File: src/rtl/decode_stage_if.sv
// Fetch handshake, flush / execute-ready controls and the decoded execute-stage bundle.
// DECODE_ILLEGAL_TRAP_EN adds the sticky illegal_o flag.
interface decode_stage_if #(
   parameter int INSTR_W   = 24,
   parameter int REGI_BITS = 4,
   parameter int JUMP_BITS = 10
);
   logic [INSTR_W-1:0]   instr_i;
   logic                 instr_valid_i;
   logic                 instr_ready_o;
   logic                 flush_i;
   logic                 e_ready_i;
   logic                 valid_o;
   logic [REGI_BITS-1:0] rd_o;
   logic [REGI_BITS-1:0] rsa_o;
   logic [REGI_BITS-1:0] rsb_o;
   logic [1:0]           cond;
   logic [2:0]           aluOpcode;
   logic                 enableAluInt;
   logic                 enableAluV;
   logic                 enableMem;
   logic                 enableJump;
   logic                 enableSwap;
   logic                 flagEnd;
   logic                 flagNop;
   logic                 flagImm;
   logic                 flagMemRead;
   logic                 flagMemWrite;
   logic [7:0]           ImmOut;
   logic [JUMP_BITS-1:0] jumpAddress;
   logic [2:0]           swapBitOrigin;
   logic [2:0]           swapBitDest;
   logic                 halted_o;
`ifdef DECODE_ILLEGAL_TRAP_EN
   logic                 illegal_o;

   modport master (
      output instr_i, instr_valid_i, flush_i, e_ready_i,
      input  instr_ready_o, valid_o, rd_o, rsa_o, rsb_o, cond, aluOpcode,
             enableAluInt, enableAluV, enableMem, enableJump, enableSwap,
             flagEnd, flagNop, flagImm, flagMemRead, flagMemWrite,
             ImmOut, jumpAddress, swapBitOrigin, swapBitDest, halted_o, illegal_o
   );
   modport slave (
      input  instr_i, instr_valid_i, flush_i, e_ready_i,
      output instr_ready_o, valid_o, rd_o, rsa_o, rsb_o, cond, aluOpcode,
             enableAluInt, enableAluV, enableMem, enableJump, enableSwap,
             flagEnd, flagNop, flagImm, flagMemRead, flagMemWrite,
             ImmOut, jumpAddress, swapBitOrigin, swapBitDest, halted_o, illegal_o
   );
`else
   modport master (
      output instr_i, instr_valid_i, flush_i, e_ready_i,
      input  instr_ready_o, valid_o, rd_o, rsa_o, rsb_o, cond, aluOpcode,
             enableAluInt, enableAluV, enableMem, enableJump, enableSwap,
             flagEnd, flagNop, flagImm, flagMemRead, flagMemWrite,
             ImmOut, jumpAddress, swapBitOrigin, swapBitDest, halted_o
   );
   modport slave (
      input  instr_i, instr_valid_i, flush_i, e_ready_i,
      output instr_ready_o, valid_o, rd_o, rsa_o, rsb_o, cond, aluOpcode,
             enableAluInt, enableAluV, enableMem, enableJump, enableSwap,
             flagEnd, flagNop, flagImm, flagMemRead, flagMemWrite,
             ImmOut, jumpAddress, swapBitOrigin, swapBitDest, halted_o
   );
`endif
endinterface

File: src/rtl/decode_stage.sv
// Decode stage: cracks 24-bit fetch instructions into the execute control bundle (one-entry register).
// Optional DECODE_ILLEGAL_TRAP_EN: illegal classes issue a bubble, raise sticky illegal_o and halt.
module decode_stage #(
   parameter int INSTR_W   = 24,
   parameter int REGI_BITS = 4,
   parameter int JUMP_BITS = 10
) (
   input  logic          clk_i,
   input  logic          rst_i,
   decode_stage_if.slave bus
);
   typedef struct packed {
      logic                 valid;
      logic [REGI_BITS-1:0] rd;
      logic [REGI_BITS-1:0] rsa;
      logic [REGI_BITS-1:0] rsb;
      logic [1:0]           cond;
      logic [2:0]           alu_op;
      logic                 en_alu_int;
      logic                 en_alu_v;
      logic                 en_mem;
      logic                 en_jump;
      logic                 en_swap;
      logic                 f_end;
      logic                 f_nop;
      logic                 f_imm;
      logic                 f_mem_read;
      logic                 f_mem_write;
      logic [7:0]           imm;
      logic [JUMP_BITS-1:0] jump_addr;
      logic [2:0]           swap_org;
      logic [2:0]           swap_dst;
   } bundle_t;

   typedef enum logic {RUN, HALT} state_t;

   state_t  state_reg;
   bundle_t bundle_reg;
   bundle_t dec_next;
   bundle_t bubble;
   logic [3:0] cls;
   logic reads_rsa, reads_rsb;
   logic advance, held_load, interlock, accept;

   assign cls = bus.instr_i[INSTR_W-1 -: 4];

   always_comb begin
      dec_next       = '0;
      dec_next.valid = 1'b1;
      reads_rsa      = 1'b0;
      reads_rsb      = 1'b0;
      case (cls)
         4'h1, 4'h3: begin
            dec_next.en_alu_int = (cls == 4'h1);
            dec_next.en_alu_v   = (cls == 4'h3);
            dec_next.cond       = bus.instr_i[19:18];
            dec_next.alu_op     = bus.instr_i[17:15];
            dec_next.rd         = bus.instr_i[14:11];
            dec_next.rsa        = bus.instr_i[10:7];
            dec_next.rsb        = bus.instr_i[6:3];
            reads_rsa           = 1'b1;
            reads_rsb           = 1'b1;
         end
         4'h2: begin
            dec_next.en_alu_int = 1'b1;
            dec_next.f_imm      = 1'b1;
            dec_next.cond       = bus.instr_i[19:18];
            dec_next.alu_op     = bus.instr_i[17:15];
            dec_next.rd         = bus.instr_i[14:11];
            dec_next.rsa        = bus.instr_i[10:7];
            dec_next.imm        = bus.instr_i[7:0];
         end
         4'h4, 4'h5: begin
            dec_next.en_mem      = 1'b1;
            dec_next.f_mem_read  = (cls == 4'h4);
            dec_next.f_mem_write = (cls == 4'h5);
            dec_next.cond        = bus.instr_i[19:18];
            dec_next.rd          = bus.instr_i[14:11];
            dec_next.rsa         = bus.instr_i[10:7];
            dec_next.imm         = bus.instr_i[7:0];
            reads_rsa            = (cls == 4'h5);
         end
         4'h6: begin
            dec_next.en_jump   = 1'b1;
            dec_next.cond      = bus.instr_i[19:18];
            dec_next.jump_addr = bus.instr_i[JUMP_BITS-1:0];
         end
         4'h7, 4'h8: begin
            dec_next.en_swap  = 1'b1;
            dec_next.cond     = bus.instr_i[19:18];
            dec_next.rd       = bus.instr_i[14:11];
            dec_next.rsa      = bus.instr_i[10:7];
            dec_next.imm      = bus.instr_i[13:6];
            dec_next.swap_org = bus.instr_i[5:3];
            dec_next.swap_dst = bus.instr_i[2:0];
            reads_rsa         = 1'b1;
         end
         4'hF:    dec_next.f_end = 1'b1;
         // NOP and the illegal classes both decode to a bubble
         default: dec_next.f_nop = 1'b1;
      endcase
   end

   always_comb begin
      bubble       = '0;
      bubble.valid = 1'b1;
      bubble.f_nop = 1'b1;
   end

   assign advance   = !bundle_reg.valid || bus.e_ready_i;
   assign held_load = bundle_reg.valid && bundle_reg.en_mem && bundle_reg.f_mem_read;
   assign interlock = (state_reg == RUN) && held_load && bus.instr_valid_i &&
                      ((reads_rsa && (bundle_reg.rd == bus.instr_i[10:7])) ||
                       (reads_rsb && (bundle_reg.rd == bus.instr_i[6:3])));
   assign bus.instr_ready_o = (state_reg == RUN) && advance && !interlock && !bus.flush_i;
   assign accept = bus.instr_valid_i && bus.instr_ready_o;

`ifdef DECODE_ILLEGAL_TRAP_EN
   logic illegal_reg;
   logic is_illegal;
   assign is_illegal    = (cls >= 4'h9) && (cls <= 4'hE);
   assign bus.illegal_o = illegal_reg;
`endif

   always_ff @(posedge clk_i or posedge rst_i) begin
      if (rst_i) begin
         state_reg  <= RUN;
         bundle_reg <= '0;
`ifdef DECODE_ILLEGAL_TRAP_EN
         illegal_reg <= 1'b0;
`endif
      end else if (bus.flush_i) begin
         bundle_reg <= '0;
      end else if (advance) begin
         if (interlock) begin
            bundle_reg <= bubble;
         end else if (accept) begin
            bundle_reg <= dec_next;
            if (dec_next.f_end)
               state_reg <= HALT;
`ifdef DECODE_ILLEGAL_TRAP_EN
            if (is_illegal) begin
               state_reg   <= HALT;
               illegal_reg <= 1'b1;
            end
`endif
         end else begin
            bundle_reg <= '0;
         end
      end
   end

   assign bus.valid_o       = bundle_reg.valid;
   assign bus.rd_o          = bundle_reg.rd;
   assign bus.rsa_o         = bundle_reg.rsa;
   assign bus.rsb_o         = bundle_reg.rsb;
   assign bus.cond          = bundle_reg.cond;
   assign bus.aluOpcode     = bundle_reg.alu_op;
   assign bus.enableAluInt  = bundle_reg.en_alu_int;
   assign bus.enableAluV    = bundle_reg.en_alu_v;
   assign bus.enableMem     = bundle_reg.en_mem;
   assign bus.enableJump    = bundle_reg.en_jump;
   assign bus.enableSwap    = bundle_reg.en_swap;
   assign bus.flagEnd       = bundle_reg.f_end;
   assign bus.flagNop       = bundle_reg.f_nop;
   assign bus.flagImm       = bundle_reg.f_imm;
   assign bus.flagMemRead   = bundle_reg.f_mem_read;
   assign bus.flagMemWrite  = bundle_reg.f_mem_write;
   assign bus.ImmOut        = bundle_reg.imm;
   assign bus.jumpAddress   = bundle_reg.jump_addr;
   assign bus.swapBitOrigin = bundle_reg.swap_org;
   assign bus.swapBitDest   = bundle_reg.swap_dst;
   assign bus.halted_o      = (state_reg == HALT);
endmodule

File: src/flat_wrapper.sv
// flat-port wrapper written by rule: the top's interface ports become plain ports
module decode_stage_flat 
#(
   parameter int INSTR_W   = 24,
   parameter int REGI_BITS = 4,
   parameter int JUMP_BITS = 10
)
  (clk_i, rst_i, bus_instr_i, bus_instr_valid_i, bus_flush_i, bus_e_ready_i, bus_instr_ready_o, bus_valid_o, bus_rd_o, bus_rsa_o, bus_rsb_o, bus_cond, bus_aluOpcode, bus_enableAluInt, bus_enableAluV, bus_enableMem, bus_enableJump, bus_enableSwap, bus_flagEnd, bus_flagNop, bus_flagImm, bus_flagMemRead, bus_flagMemWrite, bus_ImmOut, bus_jumpAddress, bus_swapBitOrigin, bus_swapBitDest, bus_halted_o);
  decode_stage_if #(.INSTR_W(INSTR_W), .REGI_BITS(REGI_BITS), .JUMP_BITS(JUMP_BITS)) bus_i ();
  input  logic clk_i;
  input  logic rst_i;
  input wire logic [$bits(bus_i.instr_i)-1:0] bus_instr_i;
  input wire logic [$bits(bus_i.instr_valid_i)-1:0] bus_instr_valid_i;
  input wire logic [$bits(bus_i.flush_i)-1:0] bus_flush_i;
  input wire logic [$bits(bus_i.e_ready_i)-1:0] bus_e_ready_i;
  output wire logic [$bits(bus_i.instr_ready_o)-1:0] bus_instr_ready_o;
  output wire logic [$bits(bus_i.valid_o)-1:0] bus_valid_o;
  output wire logic [$bits(bus_i.rd_o)-1:0] bus_rd_o;
  output wire logic [$bits(bus_i.rsa_o)-1:0] bus_rsa_o;
  output wire logic [$bits(bus_i.rsb_o)-1:0] bus_rsb_o;
  output wire logic [$bits(bus_i.cond)-1:0] bus_cond;
  output wire logic [$bits(bus_i.aluOpcode)-1:0] bus_aluOpcode;
  output wire logic [$bits(bus_i.enableAluInt)-1:0] bus_enableAluInt;
  output wire logic [$bits(bus_i.enableAluV)-1:0] bus_enableAluV;
  output wire logic [$bits(bus_i.enableMem)-1:0] bus_enableMem;
  output wire logic [$bits(bus_i.enableJump)-1:0] bus_enableJump;
  output wire logic [$bits(bus_i.enableSwap)-1:0] bus_enableSwap;
  output wire logic [$bits(bus_i.flagEnd)-1:0] bus_flagEnd;
  output wire logic [$bits(bus_i.flagNop)-1:0] bus_flagNop;
  output wire logic [$bits(bus_i.flagImm)-1:0] bus_flagImm;
  output wire logic [$bits(bus_i.flagMemRead)-1:0] bus_flagMemRead;
  output wire logic [$bits(bus_i.flagMemWrite)-1:0] bus_flagMemWrite;
  output wire logic [$bits(bus_i.ImmOut)-1:0] bus_ImmOut;
  output wire logic [$bits(bus_i.jumpAddress)-1:0] bus_jumpAddress;
  output wire logic [$bits(bus_i.swapBitOrigin)-1:0] bus_swapBitOrigin;
  output wire logic [$bits(bus_i.swapBitDest)-1:0] bus_swapBitDest;
  output wire logic [$bits(bus_i.halted_o)-1:0] bus_halted_o;
  assign bus_i.instr_i = bus_instr_i;
  assign bus_i.instr_valid_i = bus_instr_valid_i;
  assign bus_i.flush_i = bus_flush_i;
  assign bus_i.e_ready_i = bus_e_ready_i;
  assign bus_instr_ready_o = bus_i.instr_ready_o;
  assign bus_valid_o = bus_i.valid_o;
  assign bus_rd_o = bus_i.rd_o;
  assign bus_rsa_o = bus_i.rsa_o;
  assign bus_rsb_o = bus_i.rsb_o;
  assign bus_cond = bus_i.cond;
  assign bus_aluOpcode = bus_i.aluOpcode;
  assign bus_enableAluInt = bus_i.enableAluInt;
  assign bus_enableAluV = bus_i.enableAluV;
  assign bus_enableMem = bus_i.enableMem;
  assign bus_enableJump = bus_i.enableJump;
  assign bus_enableSwap = bus_i.enableSwap;
  assign bus_flagEnd = bus_i.flagEnd;
  assign bus_flagNop = bus_i.flagNop;
  assign bus_flagImm = bus_i.flagImm;
  assign bus_flagMemRead = bus_i.flagMemRead;
  assign bus_flagMemWrite = bus_i.flagMemWrite;
  assign bus_ImmOut = bus_i.ImmOut;
  assign bus_jumpAddress = bus_i.jumpAddress;
  assign bus_swapBitOrigin = bus_i.swapBitOrigin;
  assign bus_swapBitDest = bus_i.swapBitDest;
  assign bus_halted_o = bus_i.halted_o;
  decode_stage #(.INSTR_W(INSTR_W), .REGI_BITS(REGI_BITS), .JUMP_BITS(JUMP_BITS)) u_core (.clk_i(clk_i), .rst_i(rst_i), .bus(bus_i));
endmodule
File: config.mk
export PLATFORM = sky130hd
export DESIGN_NAME = decode_stage_flat
export DESIGN_NICKNAME = d
export VERILOG_FILES = /design/src/rtl/decode_stage_if.sv /design/src/rtl/decode_stage.sv /design/src/flat_wrapper.sv
export SDC_FILE = /design/constraint.sdc
export NUM_CORES = 1
export LEC_CHECK = 0
export CORE_ASPECT_RATIO = 1.5
export CORE_MARGIN = 5
export CORE_UTILIZATION = 40
export CTS_CLUSTER_DIAMETER = 150
export DETAILED_ROUTE_END_ITERATION = 12
export HOLD_SLACK_MARGIN = 0.06
export PLACE_DENSITY = 0.7
export SYNTH_ARGS = -nofsm -noshare
export SYNTH_HDL_FRONTEND = slang
export SYNTH_SLANG_ARGS = --single-unit
File: constraint.sdc
create_clock -name clk_i -period 3.95 [get_ports clk_i]
set_input_delay 0.9875 -clock clk_i [delete_from_list [all_inputs] [get_ports clk_i]]
set_output_delay 0.9875 -clock clk_i [all_outputs]
set_load 0.1 [all_outputs]
==> out/metrics.cfg <==
[status]
outcome=finished, final reports clean

[hold_path]
min_path_cells=2
whs_endpoint=u_core.bus.rsb_o[2]
hold_class=flip-flop to flip-flop
min-delay-start=u_core.bus.rsb_o[2]

[power_and_ir_drop]
power.internal_uw=769
pwr-share-seq=0.494
power_density_mw_per_mm2=332
p_leak_uw=0.00145
max-vdd-ir-drop_v=0.000235
power_uw=1150
switchingPower_uw=380
combPwrFrac=0.244
p_clk_frac=0.262
switching_share=0.331

[clock_network]
clock_sinks=53
cts_buffers=5
clk_pin_slew_worst_paths_ns=0.09
clk_latency_ns=0.30
cts_buffer_depth=2
cts_tree=built
cts_resized=0
clockRootBuffer=clkbuf_8
postCtsSetupBuffers=0
htreeDepth=2
ctsHoldBuffers=0

[yosys]
ys_seq_area_frac=0.549
yosysUniqueCellTypes=37
syn_area_mm2=0.00242
synth_seq_cells=53
syn_area_per_cell_um2=12.3
netlist_instances=196
synth-async-reset-ratio=1.00
synth_edf_count=0
synth_nets=225
ys.warnings.count=0
ys.flop_type=dfrtp_1

[setup_path]
cp_slowest_stage_delay_ns=0.69
worstPathMaxFanout=9
start_kind=input port
reg2reg_to=u_core.bus.ImmOut[5]
cp-end-kind=output port
crit_required_ns=2.96
cp_slowest_cell=clkdlybuf4s50_1
r2r_slack_ns=1.85
path_buf_inv=2
r2r_cells=4
path_delay_family=buffers and inverters
arrival_ns=2.68
worst-setup-path-type=input port to output port
r2r-start=u_core.bus.halted_o
path_cells=clkdlybuf4s50_1 -> nor3b_1 -> nand4_1 -> o22ai_4 -> nor4_4 -> buf_12

[die]
rows=34
die_area_mm2=0.00773
start_util=0.415
die_y_um=105
coreArea_mm2=0.00583
die_x_um=73.5
io_pins=83

[cells_and_area]
finalInstanceArea_mm2=0.00346
drive_gt1_frac=0.109
stdcell_count=356
nets=312
diodes=0
syn2layout_area_growth_pct=43.2

[run]
maxCapViolCount=0

[drt]
vias=2004
m1WireLength_mm=2.63
wl_per_cell_um=18.6
viasPerCell=5.63
drcViolationCount=0
drt-pass1-iter-count=4
wl_met3_um=291
drt_iter0_markers=107
wl_met2_mm=3.59
top_layer=met4
ant_nets=0
wirelength_mm=6.64

[sta]
hold_violations=0
period_minus_slack_ns=3.66
fin_skew_ns=0.00511
timing.fmax_mhz=273
slew_headroom=0.287
setup_viol=0
post-route-period-util=0.928
slew_violations=0
hold_ws_ns=0.491
grt_setup_unrepaired=no
worstMarginPinSlew_ns=1.07
tns_ns=0

[placement]
finalWeightedCongestion=0.853
placed_area_mm2=0.00337
portBuffers=82
hpwl_mm=5.08
dp_cells=348

[global_routing]
grt_max_degree=54
gr-total-overflow=0
grt_antenna_before_repair=0
grt_pass1_vias=2090
track_usage=0.183
grt_pass1_wl_mm=11.0

kinds of logic after synthesis:
family	after synthesis	share of synthesized area
AND/OR/NAND/NOR	51	0.139
multiplexers	1	0.00414
AO/OA/AOI/OAI	63	0.233
XOR/XNOR	10	0.0362
buffers and inverters	18	0.0393
flip-flops	53	0.549
routing by layer:
metal,GRT usage,up-vias
met4,0.0661,0
li1,-,941
met1,0.236,997
met5,0,-
met3,0.0267,7
met2,0.306,59
registers in the layout, summed over array words and instances, names as in the netlist:
name / flops
u_core.bus.flagMemRead: 1
u_core.bus.flagNop: 1
u_core.bus.cond: 2
u_core.bus.valid_o: 1
u_core.bus.swapBitDest: 3
u_core.bus.flagMemWrite: 1
u_core.bus.rsa_o: 4
u_core.bus.flagEnd: 1
u_core.bus.enableAluInt: 1
u_core.bus.enableSwap: 1
u_core.bus.jumpAddress: 10
u_core.bus.enableAluV: 1
u_core.bus.aluOpcode: 3
u_core.bus.halted_o: 1
u_core.bus.flagImm: 1
u_core.bus.swapBitOrigin: 3
u_core.bus.enableMem: 1
u_core.bus.rd_o: 4
u_core.bus.enableJump: 1
u_core.bus.ImmOut: 8
u_core.bus.rsb_o: 4
per-stage QoR:
step                      worst slack (ns)  utilization
after floorplan                      0.284            -
after global placement               0.358        0.579
after detailed placement             0.287        0.579
after CTS                            0.283        0.594
after global routing                 0.184        0.594
final                                0.286        0.594
worst max-delay path by stage:
stage | start | end | slack [ns] | cells after the start
floorplan | u_core.bus.halted_o | bus_instr_ready_o | 0.28 | 5
global placement | bus_instr_i[20] | bus_instr_ready_o | 0.36 | 6
detailed placement | bus_instr_i[20] | bus_instr_ready_o | 0.29 | 6
CTS | bus_instr_i[20] | bus_instr_ready_o | 0.28 | 6
global route | bus_instr_i[20] | bus_instr_ready_o | 0.18 | 6
finish | bus_instr_i[20] | bus_instr_ready_o | 0.29 | 6
synthesized netlist by cell type (2+ instances only):
master | instances | area share
buf_4 | 3 | 0.0093
inv_1 | 3 | 0.0047
and4b_2 | 2 | 0.0093
nor3_1 | 5 | 0.010
dfrtp_1 | 53 | 0.55
a21oi_1 | 4 | 0.0083
a221o_1 | 8 | 0.033
nand2b_1 | 2 | 0.0052
nand3_1 | 2 | 0.0041
nor2_1 | 9 | 0.014
nor2b_1 | 3 | 0.0078
buf_6 | 2 | 0.0093
a32o_1 | 17 | 0.070
o22ai_1 | 3 | 0.0078
nand4_1 | 8 | 0.021
a22o_1 | 18 | 0.065
nand2_1 | 7 | 0.011
o21ai_0 | 5 | 0.010
and4b_1 | 7 | 0.029
xnor2_1 | 9 | 0.033
a21o_1 | 2 | 0.0062
clkbuf_1 | 9 | 0.014
placed cells by master (no fill, tap or decap), drive strengths merged, types with 7 or more instances in the layout:
cell / instances
xnor2: 9
buf: 14
nor2: 9
and4b: 9
a221o: 8
a32o: 17
a22o: 18
dfrtp: 53
nand4: 8
nand2: 7
clkdlybuf4s50: 81
worst register-to-register path, delay by kind of cell (launching register included):
family,cells,cell delay [ns]
and+or+nand+nor,3,1.32
DFF,1,0.45
AOI/OAI and AO/OA,1,0.27
final cells by class:
type                    count  area, um2
fillers                   513       2370
flip-flops and latches     53       1330
multi-input cells         125       1020
repair buffers             95        928
well taps                  72       90.1
clock buffers               6       72.6
clock inverters             2       15.0
inverters                   3       11.3
power groups by stage:
| stage | Combinational, uW | Clock [uW] | Sequential (uW) |
|---|---|---|---|
| after floorplan | 87.0 | 0 | 672 |
| after global placement | 281 | 0 | 578 |
| after detailed placement | 282 | 0 | 578 |
| after CTS | 283 | 306 | 567 |
| after global routing | 295 | 330 | 570 |
| final | 280 | 301 | 567 |
Note: power is estimated with default switching activity, not from simulation.
